--- src/rtl/cdc_pulse_multi.sv ---
// cdc_pulse_multi: per-channel level synchroniser into the oclk domain with
// edge pulses, sticky event flags and overrun detection.
// Optional per-channel saturating event counters: define CDC_PULSE_MULTI_COUNT_EN.
// Channels are independent; never pass a multi-bit bus through this block.
module cdc_pulse_multi #(
  parameter int unsigned          CHANNELS    = 1,
  parameter int unsigned          SYNC_STAGES = 2,
  parameter logic [CHANNELS-1:0]  RISE_EN     = '1,
  parameter logic [CHANNELS-1:0]  FALL_EN     = '1,
  parameter int unsigned          COUNT_W     = 8
) (
  input  logic                        oclk,
  input  logic                        orst,
  input  logic [CHANNELS-1:0]         i,
  input  logic [CHANNELS-1:0]         clr,
  output logic [CHANNELS-1:0]         opulse,
  output logic [CHANNELS-1:0]         odata,
  output logic [CHANNELS-1:0]         osticky,
`ifdef CDC_PULSE_MULTI_COUNT_EN
  output logic [CHANNELS-1:0]         oovr,
  output logic [CHANNELS*COUNT_W-1:0] ocount
`else
  output logic [CHANNELS-1:0]         oovr
`endif
);

  localparam int unsigned PRIME_W = $clog2(SYNC_STAGES + 2);

  // Synchroniser depth below two is not a valid CDC structure.
  if (SYNC_STAGES < 2) begin : g_bad_sync_stages
    $error("cdc_pulse_multi: SYNC_STAGES must be >= 2");
  end

  typedef enum logic {
    ST_PRIME = 1'b0,
    ST_RUN   = 1'b1
  } state_t;

  state_t                               state_q;
  state_t                               state_d;
  logic [PRIME_W-1:0]                   prime_cnt_q;
  logic                                 run_c;
  logic                                 prime_inc_c;

  logic [SYNC_STAGES-1:0][CHANNELS-1:0] sync_q;
  logic [CHANNELS-1:0]                  s_last;
  logic [CHANNELS-1:0]                  rise;
  logic [CHANNELS-1:0]                  fall;
  logic [CHANNELS-1:0]                  ev;

  // FSM state register; reset always returns to priming.
  always_ff @(posedge oclk or posedge orst) begin
    if (orst) begin
      state_q <= ST_PRIME;
    end else begin
      state_q <= state_d;
    end
  end

  // Leave PRIME on the (SYNC_STAGES+1)th edge after reset release.
  always_comb begin
    state_d = state_q;
    case (state_q)
      ST_PRIME: begin
        if (prime_cnt_q == PRIME_W'(SYNC_STAGES)) begin
          state_d = ST_RUN;
        end
      end
      ST_RUN:   state_d = ST_RUN;
      default:  state_d = ST_PRIME;
    endcase
  end

  // FSM decoded controls: event qualification enable and prime counter step.
  always_comb begin
    run_c       = 1'b0;
    prime_inc_c = 1'b0;
    case (state_q)
      ST_PRIME: prime_inc_c = 1'b1;
      ST_RUN:   run_c       = 1'b1;
      default: begin
        run_c       = 1'b0;
        prime_inc_c = 1'b0;
      end
    endcase
  end

  // Counts edges spent priming so pre-existing levels never raise events.
  always_ff @(posedge oclk or posedge orst) begin
    if (orst) begin
      prime_cnt_q <= '0;
    end else if (prime_inc_c) begin
      prime_cnt_q <= prime_cnt_q + PRIME_W'(1);
    end
  end

  // Synchroniser chain, one column per channel.
  always_ff @(posedge oclk or posedge orst) begin
    if (orst) begin
      sync_q <= '0;
    end else begin
      sync_q[0] <= i;
      for (int unsigned k = 1; k < SYNC_STAGES; k++) begin
        sync_q[k] <= sync_q[k-1];
      end
    end
  end

  // Edge detect against the registered copy and qualify per channel.
  always_comb begin
    s_last = sync_q[SYNC_STAGES-1];
    rise   = s_last & ~odata;
    fall   = ~s_last & odata;
    ev     = {CHANNELS{run_c}} & ((rise & RISE_EN) | (fall & FALL_EN));
  end

  // Registered data copy and pulse update together so they stay aligned.
  always_ff @(posedge oclk or posedge orst) begin
    if (orst) begin
      odata  <= '0;
      opulse <= '0;
    end else begin
      odata  <= s_last;
      opulse <= ev;
    end
  end

  // Sticky and overrun flags; a clear coincident with an event keeps the event.
  always_ff @(posedge oclk or posedge orst) begin
    if (orst) begin
      osticky <= '0;
      oovr    <= '0;
    end else begin
      osticky <= ev | (osticky & ~clr);
      oovr    <= (ev & osticky & ~clr) | (oovr & ~clr);
    end
  end

`ifdef CDC_PULSE_MULTI_COUNT_EN
  logic [CHANNELS-1:0][COUNT_W-1:0] cnt_q;

  // Saturating per-channel event counters; clear with an event restarts at 1.
  always_ff @(posedge oclk or posedge orst) begin
    if (orst) begin
      cnt_q <= '0;
    end else begin
      for (int unsigned c = 0; c < CHANNELS; c++) begin
        if (clr[c]) begin
          cnt_q[c] <= ev[c] ? COUNT_W'(1) : '0;
        end else if (ev[c] && (cnt_q[c] != {COUNT_W{1'b1}})) begin
          cnt_q[c] <= cnt_q[c] + COUNT_W'(1);
        end
      end
    end
  end

  assign ocount = cnt_q;
`endif

endmodule
--- config.mk ---
export PLATFORM = sky130hd
export DESIGN_NAME = cdc_pulse_multi
export DESIGN_NICKNAME = d
export VERILOG_FILES = /design/src/rtl/cdc_pulse_multi.sv
export SDC_FILE = /design/constraint.sdc
export NUM_CORES = 1
export LEC_CHECK = 0
export ABC_AREA = 1
export CORE_AREA = 2 2 39 41
export CTS_CLUSTER_DIAMETER = 150
export DETAILED_ROUTE_END_ITERATION = 10
export DIE_AREA = 0 0 41 43
export GPL_TIMING_DRIVEN = 1
export PLACE_DENSITY = 0.51
export SLEW_MARGIN = 5
export SYNTH_ARGS = -nofsm -noshare
export SYNTH_HDL_FRONTEND = slang
export SYNTH_SLANG_ARGS = --single-unit
--- constraint.sdc ---
create_clock -name oclk -period 2 [get_ports oclk]
set_input_delay 0.4 -clock oclk [delete_from_list [all_inputs] [get_ports oclk]]
set_output_delay 0.4 -clock oclk [all_outputs]
set_load 0.05 [all_outputs]
==> results of run 1 <==
-- registers in the layout (all words and copies together) (netlist names) --
signal	cells
sync_q	1
prime_cnt_q	2
oovr	1
state_q	1
odata	1
s_last	1
opulse	1
osticky	1
-- metal layers --
| metal | global-route usage, % | routed length [um] |
|---|---|---|
| met1 | 7.41 | 192 |
| met2 | 12.2 | 239 |
| met3 | 3.14 | 49 |
| met4 | 6.00 | 0 |
| met5 | 0 | 0 |
-- layout by cell type, fill, tap and decap left out --
cell / n
or2_1: 1
ha_1: 1
clkbuf_1: 1
clkdlybuf4s50_1: 7
dfrtp_1: 9
clkbuf_4: 3
inv_1: 6
o21ai_0: 1
o21ai_2: 1
a21oi_2: 1
or2_2: 1
nand2_1: 4
nand3_1: 1
xnor2_1: 1
nor2_1: 1
-- stage by stage --
stage	setup WS [ns]	hold WS (ns)
floorplan	0.888	0.228
global placement	0.445	0.337
detailed placement	0.442	0.336
CTS	0.163	0.349
global route	0.135	0.376
finish	0.174	0.347
-- power breakdown --
| group | switching [mW] | internal (mW) |
|---|---|---|
| combinational | 0.0377 | 0.0207 |
| sequential | 0.00444 | 0.191 |
| clock | 0.0562 | 0.0764 |
-- worst paths after layout --
check	slack (ns)	cells after the start	startpoint	to
min in group asynchronous	0.41	2	orst	prime_cnt_q[0]$_DFFE_PP0N_
max in group asynchronous	1.34	2	orst	oovr$_DFF_PP0_
worst min-delay path	0.35	0	sync_q[0]$_DFF_PP0_	s_last$_DFF_PP0_
worst max register to register	1.04	3	prime_cnt_q[0]$_DFFE_PP0N_	state_q$_DFF_PP0_
worst max-delay path	0.17	1	odata$_DFF_PP0_	odata
worst min register to register	0.35	0	sync_q[0]$_DFF_PP0_	s_last$_DFF_PP0_
-- cell type report --
type                    instances  area (um^2)  area share (%)
clock buffers                   4         26.3            5.92
well taps                      16         20.0            4.51
multi-input cells              13         80.1            18.0
repair buffers                  7         70.1            15.8
flip-flops and latches          9          225            50.7
inverters                       6         22.5            5.07
-- cells by family after synthesis --
kind of cell,synth area share [%]
xor+xnor,2.67
compound gates,6.87
simple gates,11.1
flops,68.7
buf+inv,6.87
fa+ha+maj,3.82
==> results.sh, run 1 <==
export IMPL_status="finished, final reports clean"
export IMPL_min_period_over_period_pct=91.3
export IMPL_clockRootBuffer="clkbuf_4"
export IMPL_worst_path_buf_inv=1
export IMPL_drc_errors=0
export IMPL_grt_start_max_net_pins=10
export IMPL_wl_per_cell_um=8.76
export IMPL_ys_types=12
export IMPL_grt_pass1_vias=231
export IMPL_cts_sinks=9
export IMPL_numPortBuffers=7
export IMPL_yosysWarnings=0
export IMPL_grt_pass1_wl_um=869
export IMPL_worstMarginPinSlew_ns=0.495
export IMPL_fmax_mhz=548
export IMPL_cts_setup_buffers=0
export IMPL_die_w_um=41
export IMPL_final_hold_viol_count=0
export IMPL_fin_setup_tns_ns=0
export IMPL_yosys_top_cells_count="dfrtp_1, inv_1, nand2_1"
export IMPL_cp_max_fo=3
export IMPL_dieArea_um2=1760
export IMPL_worstPathCellList="clkdlybuf4s50_1"
export IMPL_synth_area_top_cells="dfrtp_1, inv_1, nand2_1"
export IMPL_setup_viol=0
export IMPL_slew_headroom_pct=66.9
export IMPL_critPathLaunchType="flop"
export IMPL_post_synth_top_count_cell="dfrtp_1"
export IMPL_slew_viol_final=0
export IMPL_yosys_area_top_type="dfrtp_1"
export IMPL_cts_max_level=1
export IMPL_cellPowerDensity_nw_per_um2=870
export IMPL_rows=14
export IMPL_core_area_um2=1380
export IMPL_cts_tree="built"
export IMPL_antenna_left=0
export IMPL_clock_latency_ns=0.25
export IMPL_clk_pin_slew_ns=0.06
export IMPL_ys_flop_type="dfrtp_1"
export IMPL_holdBufCountCts=0
export IMPL_ys_seq_area_share_pct=68.7
export IMPL_die_h_um=43
export IMPL_synth_nets=33
export IMPL_fillers=144
export IMPL_fin_nets=45
export IMPL_criticalPathCategory="flop to output pin"
export IMPL_required_ns=1.60
export IMPL_first_pass_iters=2
export IMPL_cap_violations=0
export IMPL_p_leak_nw=0.221
export IMPL_first_iter_violations=4
export IMPL_syn2layout_area_growth_pct=35.5
export IMPL_synth_area_um2=328
export IMPL_hold_path_class="flop to flop"
export IMPL_synth_cells=28
export IMPL_power_mw=0.386
export IMPL_synth_edff_count=0
export IMPL_yosysTopAreaCellShare_pct=68.7
export IMPL_worst_setup_path_end_kind="output pin"
export IMPL_vdd_ir_drop_max_uv=192
export IMPL_drive_above_1_share_pct=15.4
export IMPL_ys_ff_latch=9
export IMPL_dp_cells=51
export IMPL_antenna_found_initial=0
export IMPL_initial_core_util_pct=23.7
export IMPL_synth_async_reset_ratio_pct=100
export IMPL_finClkSkew_ns=0.000842
export IMPL_placed_cell_area_um2=418
export IMPL_rsz0062_at_grt="no"
export IMPL_gr_total_overflow=0
export IMPL_cts_buffers=3
export IMPL_io_pins=8
export IMPL_crit_path_top_delay_cell="clkdlybuf4s50_1"
export IMPL_worstPathArrival_ns=1.43
export IMPL_grtUsageTotal_pct=7.74
export IMPL_gp_congestion=0.604
export IMPL_cp_top_family="buffers and inverters"
export IMPL_via_count=207
export IMPL_avgViaCountPerCell=3.76
export IMPL_stdcell_count=55
export IMPL_min_period_ns=1.83
export IMPL_synth_area_per_cell_um2=11.7
export IMPL_cts_resized=0
export IMPL_slowest_delay_ns=0.81
export IMPL_cts_buffer_depth=2
export IMPL_postRouteWirelength_um=482
export IMPL_design_area_um2=444
export IMPL_antennaDiodeCount=0
export IMPL_fin_util_pct=32.1
No activity file was read; power rests on OpenSTA's default activity.
==> run 2, diff against run 1 <==
--- a/config.mk
+++ b/config.mk
@@ -8,4 +8,5 @@
 export ABC_AREA = 1
 export CORE_AREA = 2 2 39 41
+export CTS_BUF_LIST = sky130_fd_sc_hd__clkbuf_8
 export CTS_CLUSTER_DIAMETER = 150
 export DETAILED_ROUTE_END_ITERATION = 10
==> constraint.sdc (replaced) <==
create_clock -name oclk -period 2 [get_ports oclk]
set_input_delay 0.2 -clock oclk [delete_from_list [all_inputs] [get_ports oclk]]
set_output_delay 0.2 -clock oclk [all_outputs]
set_load 0.05 [all_outputs]
==> results.sh, run 2 (synthesis gave the netlist of run 1 again) <==
export IMPL_fmax_mhz=627
export IMPL_crit_path_top_delay_cell="clkdlybuf4s50_1"
export IMPL_top_register="prime_cnt_q"
export IMPL_status="finished, final reports clean"
export IMPL_grt_pass1_vias=230
export IMPL_worst_setup_path_end_kind="output pin"
export IMPL_wl_per_cell_um=9.02
export IMPL_setup_viol=0
export IMPL_core_area_um2=1380
export IMPL_die_w_um=41
export IMPL_cap_violations=0
export IMPL_slew_headroom_pct=66.9
export IMPL_holdBufCountCts=0
export IMPL_cts_buffer_depth=2
export IMPL_die_h_um=43
export IMPL_antenna_found_initial=0
export IMPL_multi_input_area_um2=80.1
export IMPL_io_pins=8
export IMPL_final_cell_mix="dfrtp_1, inv_1, clkdlybuf4s50_1, nand2_1, clkbuf_8"
export IMPL_antennaDiodeCount=0
export IMPL_drc_errors=0
export IMPL_postRouteWirelength_um=496
export IMPL_required_ns=1.80
export IMPL_antenna_left=0
export IMPL_clock_latency_ns=0.22
export IMPL_cellPowerDensity_nw_per_um2=973
export IMPL_worstPathCellList="clkdlybuf4s50_1"
export IMPL_hold_path_class="input pin to async pin"
export IMPL_gp_congestion=0.604
export IMPL_cts_max_level=1
export IMPL_initial_core_util_pct=23.7
export IMPL_reg2reg_to="state_q$_DFF_PP0_"
export IMPL_avgViaCountPerCell=3.87
export IMPL_seqCellArea_um2=225
export IMPL_criticalPathCategory="flop to output pin"
export IMPL_clockRootBuffer="clkbuf_8"
export IMPL_worstMarginPinSlew_ns=0.495
export IMPL_placed_cell_area_um2=418
export IMPL_worstPathArrival_ns=1.39
export IMPL_rr_startpoint="prime_cnt_q[0]$_DFFE_PP0N_"
export IMPL_cp_top_family="buffers and inverters"
export IMPL_numPortBuffers=7
export IMPL_first_pass_iters=2
export IMPL_grt_pass1_wl_um=890
export IMPL_clk_pin_slew_ns=0.04
export IMPL_gr_total_overflow=0
export IMPL_worst_path_buf_inv=1
export IMPL_min_period_over_period_pct=79.7
export IMPL_cts_buffers=3
export IMPL_largest_reg_flops=2
export IMPL_final_hold_viol_count=0
export IMPL_fin_nets=45
export IMPL_syn2layout_area_growth_pct=41.2
export IMPL_cp_max_fo=3
export IMPL_final_common_cell="dfrtp_1"
export IMPL_design_area_um2=463
export IMPL_fin_setup_tns_ns=0
export IMPL_vdd_ir_drop_max_uv=278
export IMPL_dieArea_um2=1760
export IMPL_via_count=213
export IMPL_p_leak_nw=0.233
export IMPL_cts_setup_buffers=0
export IMPL_power_mw=0.451
export IMPL_rows=14
export IMPL_min_period_ns=1.59
export IMPL_r2r_cells=3
export IMPL_grt_start_max_net_pins=10
export IMPL_critPathLaunchType="flop"
export IMPL_grtUsageTotal_pct=7.72
export IMPL_drive_above_1_share_pct=15.4
export IMPL_fillers=141
export IMPL_slew_viol_final=0
export IMPL_first_iter_violations=4
export IMPL_slowest_delay_ns=0.81
export IMPL_cts_tree="built"
export IMPL_cts_sinks=9
export IMPL_r2r_slack_ns=1.04
export IMPL_rsz0062_at_grt="no"
export IMPL_finClkSkew_ns=0.000513
export IMPL_cts_resized=0
## run 2: changes by cell type in the layout (fill, tap and decap cells not counted)
cell,change
clkbuf_1,-1
clkbuf_4,-3
clkbuf_8,+3
inv_1,+1
## run 2: layout make-up
cell class                 instances  share of cell area [%]
sequential                         9                    48.6
tap                               16                    4.32
inverter                           6                    4.86
clock buffer                       3                    8.92
multi-input combinational         13                    17.3
timing repair buffer               7                    15.1
clock inverter                     1                   0.811
## run 2: how the worst max path moves through the flow
stage | startpoint | endpoint | slack [ns] | cells after the start
floorplan | odata$_DFF_PP0_ | osticky$_DFF_PP0_ | 0.89 | 3
global placement | odata$_DFF_PP0_ | odata | 0.64 | 1
detailed placement | odata$_DFF_PP0_ | odata | 0.64 | 1
CTS | odata$_DFF_PP0_ | odata | 0.40 | 1
global route | odata$_DFF_PP0_ | odata | 0.37 | 1
finish | odata$_DFF_PP0_ | odata | 0.41 | 1
## run 2: power by group
group	switching, mW	total, mW	internal, mW	leakage (nW)
sequential	0.00448	0.196	0.192	0.0955
combinational	0.0379	0.0586	0.0207	0.110
clock	0.0630	0.196	0.133	0.0269
total	0.105	0.451	0.345	0.233
## run 2: metal layers
layer / GRT usage (%) / part of all wire (%) / up-vias
met5: 0 / 0 / -
met4: 2.00 / 0 / 0
met3: 4.71 / 9.9 / 0
met2: 13.4 / 49 / 8
met1: 7.02 / 41 / 100
li1: - / - / 105
## run 2: through the flow
stage | instances | setup slack [ns] | util [%] | hold WS (ns)
finish | 55 | 0.406 | 33.5 | 0.241
global route | 55 | 0.371 | 33.5 | 0.285
CTS | 55 | 0.401 | 33.5 | 0.250
detailed placement | 51 | 0.642 | 30.2 | 0.336
global placement | 51 | 0.645 | 30.2 | 0.337
floorplan | 28 | 0.888 | - | 0.0279
==> run 3, diff against run 2 <==
Clock period 2 ns to 1.5 ns, I/O delays scaled along.
==> results.sh, run 3 (synthesis gave the netlist of run 1 again) <==
export IMPL_status="finished, final reports clean"
export IMPL_avgViaCountPerCell=3.89
export IMPL_switching_share_pct=23.4
export IMPL_first_iter_violations=0
export IMPL_final_cell_mix="dfrtp_1, inv_1, nand2_1, buf_4"
export IMPL_cts_buffers=3
export IMPL_clockRootBuffer="clkbuf_8"
export IMPL_worstMarginPinSlew_ns=0.328
export IMPL_cts_setup_buffers=0
export IMPL_holdBufCountCts=0
export IMPL_drc_errors=0
export IMPL_slew_viol_final=0
export IMPL_antennaDiodeCount=0
export IMPL_reg2reg_to="state_q$_DFF_PP0_"
export IMPL_required_ns=1.61
export IMPL_cts_max_level=1
export IMPL_io_pins=8
export IMPL_r2r_cells=3
export IMPL_combPwrFrac_pct=12.5
export IMPL_intPower_mw=0.457
export IMPL_top_register="prime_cnt_q"
export IMPL_vdd_ir_drop_max_uv=402
export IMPL_clk_pin_slew_ns=0.04
export IMPL_worst_setup_path_end_kind="flop"
export IMPL_slew_headroom_pct=78.1
export IMPL_grt_start_max_net_pins=10
export IMPL_fin_setup_tns_ns=0
export IMPL_gp_congestion=0.549
export IMPL_cap_violations=0
export IMPL_critPathLaunch="prime_cnt_q[0]$_DFFE_PP0N_"
export IMPL_wl_per_cell_um=9.71
export IMPL_p_sw_mw=0.140
export IMPL_numPortBuffers=7
export IMPL_cts_tree="built"
export IMPL_final_common_cell="dfrtp_1"
export IMPL_cp_max_fo=2
export IMPL_p_clk_share_pct=43.7
export IMPL_largest_reg_flops=2
export IMPL_fillers=149
export IMPL_dieArea_um2=1760
export IMPL_dp_hpwl_um=418
export IMPL_min_period_ns=0.995
export IMPL_multi_input_area_um2=80.1
export IMPL_cts_sinks=9
export IMPL_criticalPathCategory="flop to flop"
export IMPL_first_pass_iters=1
export IMPL_power_mw=0.597
export IMPL_rows=14
export IMPL_r2r_slack_ns=0.51
export IMPL_drive_above_1_share_pct=25.6
export IMPL_antenna_found_initial=0
export IMPL_rr_startpoint="prime_cnt_q[0]$_DFFE_PP0N_"
export IMPL_die_w_um=41
export IMPL_setup_viol=0
export IMPL_postRouteWirelength_um=534
export IMPL_fin_nets=45
export IMPL_via_count=214
export IMPL_critPathLaunchType="flop"
export IMPL_finClkSkew_ns=0.00240
export IMPL_gr_total_overflow=0
export IMPL_syn2layout_area_growth_pct=38.2
export IMPL_grt_pass1_wl_um=931
export IMPL_p_leak_nw=0.236
export IMPL_rsz0062_at_grt="no"
export IMPL_grt_pass1_vias=245
export IMPL_cellPowerDensity_nw_per_um2=1320
export IMPL_cts_buffer_depth=2
export IMPL_die_h_um=43
export IMPL_antenna_left=0
export IMPL_cts_resized=0
export IMPL_core_area_um2=1380
export IMPL_worstPathArrival_ns=1.10
export IMPL_clock_latency_ns=0.23
export IMPL_pwr_share_seq_pct=43.8
export IMPL_hold_path_class="input pin to async pin"
export IMPL_seqCellArea_um2=225
export IMPL_grtUsageTotal_pct=8.42
export IMPL_initial_core_util_pct=23.7
export IMPL_min_period_over_period_pct=66.3
export IMPL_fmax_mhz=1010
export IMPL_final_hold_viol_count=0
-- run 3: worst max-delay path by stage --
| stage | cells after the start | to | slack (ns) |
|---|---|---|---|
| detailed placement | 4 | oovr$_DFF_PP0_ | 0.52 |
| floorplan | 3 | osticky$_DFF_PP0_ | 0.39 |
| global placement | 4 | oovr$_DFF_PP0_ | 0.55 |
| global route | 3 | state_q$_DFF_PP0_ | 0.46 |
| finish | 3 | state_q$_DFF_PP0_ | 0.51 |
| CTS | 3 | state_q$_DFF_PP0_ | 0.50 |
-- run 3: cell type report --
class                           instances  area share [%]
Sequential cell                         9            49.7
Multi-Input combinational cell         13            17.7
Tap cell                               16            4.42
Timing Repair Buffer                    7            13.3
Inverter                                6            4.97
Clock buffer                            3            9.12
Clock inverter                          1           0.829
-- run 3: critical path, cell delays in order (launching register included) --
cell     delay (ns)
dfrtp_1        0.36
inv_1          0.05
ha_1           0.19
or2_2          0.27
-- run 3: power groups by stage --
stage | logic (mW) | registers (mW) | clock network [mW]
after detailed placement | 0.0759 | 0.265 | 0
after floorplan | 0.0159 | 0.297 | 0
after CTS | 0.0761 | 0.261 | 0.276
after global placement | 0.0743 | 0.264 | 0
final | 0.0746 | 0.261 | 0.261
after global routing | 0.0803 | 0.262 | 0.294
-- run 3: per-stage QoR --
step           utilization, %  instances  worst slack, ns  hold slack (ns)  instance area [um^2]
2_1_floorplan               -         28            0.388          -0.0221                   328
5_1_grt                  32.7         55            0.465            0.226                   453
4_1_cts                  32.7         55            0.502            0.205                   453
3_5_place_dp             29.5         51            0.516            0.336                   408
6_report                 32.7         55            0.505            0.190                   453
3_3_place_gp             29.5         51            0.546            0.333                   408
-- run 3: layer usage --
layer / share of wire, % / up-vias / global-route usage, %
li1: - / 104 / -
met1: 39 / 102 / 8.64
met2: 50 / 8 / 12.2
met3: 11 / 0 / 3.14
met4: 0 / 0 / 8.00
met5: 0 / - / 0
